File: src/rtl/median_rank_filter.sv
// Streaming rank-order filter: insertion-sorts one window of samples as they
// arrive and emits the median, min or max together with the window centre
// address as a one-cycle write strobe.
module median_rank_filter #(
    parameter int DATA_W   = 8,
    parameter int WIN_SIZE = 9,
    parameter int ADDR_W   = 8
) (
    input  logic              clk,
    input  logic              reset,
    input  logic              dataValid,
    input  logic [ADDR_W-1:0] xAddressIn,
    input  logic [ADDR_W-1:0] yAddressIn,
    input  logic [DATA_W-1:0] dataIn,
    input  logic [1:0]        mode,
    output logic              writeEnable,
    output logic [ADDR_W-1:0] xMedianAddress,
    output logic [ADDR_W-1:0] yMedianAddress,
    output logic [DATA_W-1:0] dataOut,
    output logic              windowAbort
);

    localparam int CNT_W = $clog2(WIN_SIZE + 1);
    localparam logic [CNT_W-1:0] CNT_LAST   = CNT_W'(WIN_SIZE - 1);
    localparam logic [CNT_W-1:0] CNT_CENTRE = CNT_W'(WIN_SIZE / 2);

    logic [CNT_W-1:0]  cnt;
    logic [1:0]        modeReg;
    logic [ADDR_W-1:0] xCentre;
    logic [ADDR_W-1:0] yCentre;
    logic [DATA_W-1:0] sortArr [WIN_SIZE];
    logic [DATA_W-1:0] nextArr [WIN_SIZE];
    logic [WIN_SIZE-1:0] keep;
    logic [DATA_W-1:0] rankVal;

    // keep[i]: entry i is valid and <= the new sample, so it stays in place.
    // Because the valid entries are sorted, keep is a contiguous prefix and
    // its length is the insert position; ties stay ahead of the new sample.
    for (genvar i = 0; i < WIN_SIZE; i++) begin : g_insert
        assign keep[i] = (CNT_W'(i) < cnt) && (sortArr[i] <= dataIn);
        if (i == 0) begin : g_first
            assign nextArr[0] = keep[0] ? sortArr[0] : dataIn;
        end else begin : g_rest
            assign nextArr[i] = keep[i]   ? sortArr[i] :
                                keep[i-1] ? dataIn     : sortArr[i-1];
        end
    end

    // Pick the requested rank out of the array as it will look after this sample.
    always_comb begin
        rankVal = nextArr[WIN_SIZE/2];
        case (modeReg)
            2'd1:    rankVal = nextArr[0];
            2'd2:    rankVal = nextArr[WIN_SIZE-1];
            default: rankVal = nextArr[WIN_SIZE/2];
        endcase
    end

    // Sample counting, sorting, mode/centre capture, result and abort strobes.
    always_ff @(posedge clk or posedge reset) begin
        if (reset) begin
            cnt            <= '0;
            modeReg        <= '0;
            xCentre        <= '0;
            yCentre        <= '0;
            writeEnable    <= 1'b0;
            windowAbort    <= 1'b0;
            dataOut        <= '0;
            xMedianAddress <= '0;
            yMedianAddress <= '0;
            for (int i = 0; i < WIN_SIZE; i++) begin
                sortArr[i] <= '0;
            end
        end else begin
            writeEnable <= 1'b0;
            windowAbort <= 1'b0;
            if (dataValid) begin
                for (int i = 0; i < WIN_SIZE; i++) begin
                    sortArr[i] <= nextArr[i];
                end
                if (cnt == '0) begin
                    modeReg <= mode;
                end
                if (cnt == CNT_CENTRE) begin
                    xCentre <= xAddressIn;
                    yCentre <= yAddressIn;
                end
                if (cnt == CNT_LAST) begin
                    cnt            <= '0;
                    dataOut        <= rankVal;
                    xMedianAddress <= xCentre;
                    yMedianAddress <= yCentre;
                    writeEnable    <= 1'b1;
                end else begin
                    cnt <= cnt + CNT_W'(1);
                end
            end else if (cnt != '0) begin
                cnt         <= '0;
                windowAbort <= 1'b1;
            end
        end
    end

endmodule

File: config.mk
export PLATFORM = sky130hd
export DESIGN_NAME = median_rank_filter
export DESIGN_NICKNAME = d
export VERILOG_FILES = /design/src/rtl/median_rank_filter.sv
export SDC_FILE = /design/constraint.sdc
export NUM_CORES = 1
export LEC_CHECK = 0
export BUFFER_PORTS_ARGS = -buffer_cell sky130_fd_sc_hd__buf_2
export CORE_UTILIZATION = 47
export CTS_CLUSTER_SIZE = 12
export DETAILED_ROUTE_END_ITERATION = 10
export PLACE_DENSITY = 0.69
export SETUP_SLACK_MARGIN = 0.4
export SLEW_MARGIN = 30
export SYNTH_ARGS = -nofsm -noshare
export SYNTH_HDL_FRONTEND = slang
export SYNTH_SLANG_ARGS = --single-unit
File: constraint.sdc
create_clock -name clk -period 7.8 [get_ports clk]
set_input_delay 1.56 -clock clk [delete_from_list [all_inputs] [get_ports clk]]
set_output_delay 1.56 -clock clk [all_outputs]
set_load 0.02 [all_outputs]
==> flow_metrics.tcl <==
set metrics [dict create \
    synth_fp_nets 900 \
    netlist_instances 794 \
    maxSlewHeadroom_pct 34.7 \
    die_h_um 130 \
    setup_viol 0 \
    outcome "completed" \
    cts_buffers 17 \
    hp-class "flop to flop" \
    core_mm2 0.0160 \
    grt_pass1_vias 5943 \
    setup.worst_path.end_class "flop" \
    num_io_pins 55 \
    initial_utilization_pct 48.5 \
    drt_wl_total_um 20700 \
    grt_pass1_wl_um 32600 \
    num_rows 46 \
    synth.cell_area_mm2 0.00776 \
    multi_input_area_mm2 0.00440 \
    cts.path.max_buffers 2 \
    synth_compound_area_share_pct 19.6 \
    antenna_found_initial 0 \
    synthSimpleGateAreaFrac_pct 13.2 \
    track_usage_pct 25.7 \
    worstPathRequired_ns 8.10 \
    period_minus_slack_ns 4.42 \
    antenna_left 0 \
    tns_ns 0 \
    fin_worst_skew_ns 0.0112 \
    n_antenna_cell 0 \
    grtUsageMet2_pct 38.7 \
    post_cts_resized 0 \
    grtUsageMet1_pct 35.4 \
    clkTransAtPathRegs_ns 0.06 \
    root_buffer "clkbuf_16" \
    rrSetupSlack_ns 4.82 \
    num_vias 6323 \
    synth_flop_cell "dfrtp_1" \
    maxCapViolCount 0 \
    yosysWarnings 0 \
    postCtsSetupBuffers 0 \
    finalMaxSlewViolations 0 \
    synthXorXnorAreaFrac_pct 0 \
    synth.distinct_cells 62 \
    drt-initial-drc-count 571 \
    fillers 1489 \
    arrival_ns 4.72 \
    dieArea_mm2 0.0170 \
    finalCritPeriodShare_pct 56.6 \
    cts_tree "done" \
    dp_hpwl_um 14800 \
    cts_hold_buffers 0 \
    use_met3_pct 3.95 \
    cp_max_fo 17 \
    powerDensity_mw_per_mm2 377 \
    seq_area_mm2 0.00300 \
    crit_type "input pin to flop" \
    fmax_ghz 0.226 \
    drc_errors 0 \
    rsz0062_at_grt "no" \
    synth_top_area_share_pct 38.7 \
    synth_edf_count 0 \
    synth_largest_area_cell "dfrtp_1" \
    leakagePower_nw 4.17 \
    yosysSeqAreaShare_pct 38.7 \
    synthAdderAreaFrac_pct 12.4 \
    cts_max_level 4 \
    die_x_um 130 \
    muxShareOfSynthArea_pct 11.0 \
    grt_overflow_total 0 \
    startpoint_type "input pin" \
    worst_slew_pin_slew_ns 0.979 \
    async_reset_ff_share_pct 100 \
    layout_common_cells "120 x dfrtp_1, 113 x nand2_1, 77 x ha_1" \
    place.gp.congestion 0.930 \
    ys_seq_elements 120 \
    peakVddDrop_uv 187 \
    post_drt_via_cell_ratio 5.95 \
    drive_above_1_share_pct 18.5 \
    dr.pass1.iters 5 \
    clock_sinks 120 \
    clk_latency_ns 0.42 \
    finalHoldViolations 0 \
    synth_top_family_by_area "compound AO/OA/AOI/OAI gates" \
    ys_top_cells_by_area "dfrtp_1 39%, ha_1 12%, mux2_2 7.7%" \
    total_power_mw 3.26 \
    wl_per_cell_um 19.5 \
    final_common_cell "dfrtp_1" \
    area_growth_syn_to_layout_pct 11.6 \
    synth_area_per_cell_um2 9.77 \
    portBuffers 54 \
    layout.nets 940 \
    top_usage_layer "met2" \
    grt_max_degree 71 \
]
-- metal layers --
metal / share of wire [%] / routed length [µm]
met1: 46 / 9590
met2: 44 / 9190
met3: 4.8 / 1000
met4: 4.5 / 927
met5: 0 / 0
-- metrics by stage --
step / std cells / worst slack [ns] / utilization (%) / hold slack, ns / instance area [µm²]
after floorplan: 794 / 3.05 / - / 0.432 / 7760
after global placement: 1031 / 3.12 / 50.6 / 0.439 / 8090
after detailed placement: 1031 / 3.05 / 50.6 / 0.445 / 8090
after CTS: 1063 / 3.49 / 53.9 / 0.459 / 8630
after global routing: 1063 / 3.30 / 54.1 / 0.482 / 8660
final: 1063 / 3.38 / 54.1 / 0.457 / 8660
-- cells in the mapped netlist, types with 2 or more instances --
cell           number
buf_6               7
nand2b_1            3
a21oi_2             2
dfrtp_1           120
o32ai_1             7
o21a_1             21
buf_2               6
o21ai_0            53
dlygate4sd1_1       2
a31oi_1            17
nand2_1           113
or3_1               2
o21ai_1             3
and2_1             14
a21oi_1            24
a211o_1             8
o21bai_1            3
and3_1              5
a32oi_1             7
a31o_1              7
mux2i_1            26
buf_1               2
nor2_1             31
inv_1              39
a21o_1             23
and4_1              3
mux2_2             53
nand3_1            20
nor2b_1             7
o211ai_1           17
a211oi_1            8
o22a_1              3
buf_4               2
o22ai_1             3
nor3_1              2
clkbuf_1           14
nand4b_1            3
nand4_1            14
ha_1               77
-- cell type report --
class	count	area share, %
Timing Repair Buffer	57	3.38
Tap cell	216	3.12
Inverter	40	1.79
Clock buffer	19	5.00
Sequential cell	120	34.7
Multi-Input combinational cell	598	50.8
Clock inverter	13	1.24
-- logic make-up after synthesis --
kind of cell,Yosys count
muxes,79
DFF,120
adders and majority gates,77
AOI/OAI and AO/OA,220
and+or+nand+nor,222
buffers and inverters,76
-- registers in the layout, indices dropped and copies added (netlist names) --
| signal | flops |
|---|---|
| sortArr | 72 |
| xMedianAddress | 8 |
| dataOut | 8 |
| cnt | 4 |
| writeEnable | 1 |
| yMedianAddress | 8 |
| xCentre | 8 |
| windowAbort | 1 |
| modeReg | 2 |
| yCentre | 8 |
-- critical path, cell delays in order --
cell	delay [ns]
buf_2	0.18
inv_1	0.50
ha_1	0.35
nor2b_1	0.13
o211ai_1	0.20
a21oi_2	0.10
a211oi_4	0.73
nand2b_1	0.55
mux2_2	0.40
-- report_power, final --
| part | switching [mW] | internal (mW) |
|---|---|---|
| clock network | 0.287 | 0.434 |
| logic | 0.795 | 0.639 |
| registers | 0.238 | 0.871 |
-- final timing paths --
path | startpoint | end | depth (start not counted)
worst max-delay path | dataIn[1] | sortArr[64] | 9
worst min-delay path | yCentre[4] | yMedianAddress[4] | 2
worst max register to register | sortArr[69] | sortArr[64] | 7
worst min register to register | yCentre[4] | yMedianAddress[4] | 2
max in group asynchronous | reset | sortArr[14] | 3
min in group asynchronous | reset | yMedianAddress[2] | 2
(Power assumes the default switching activity.)
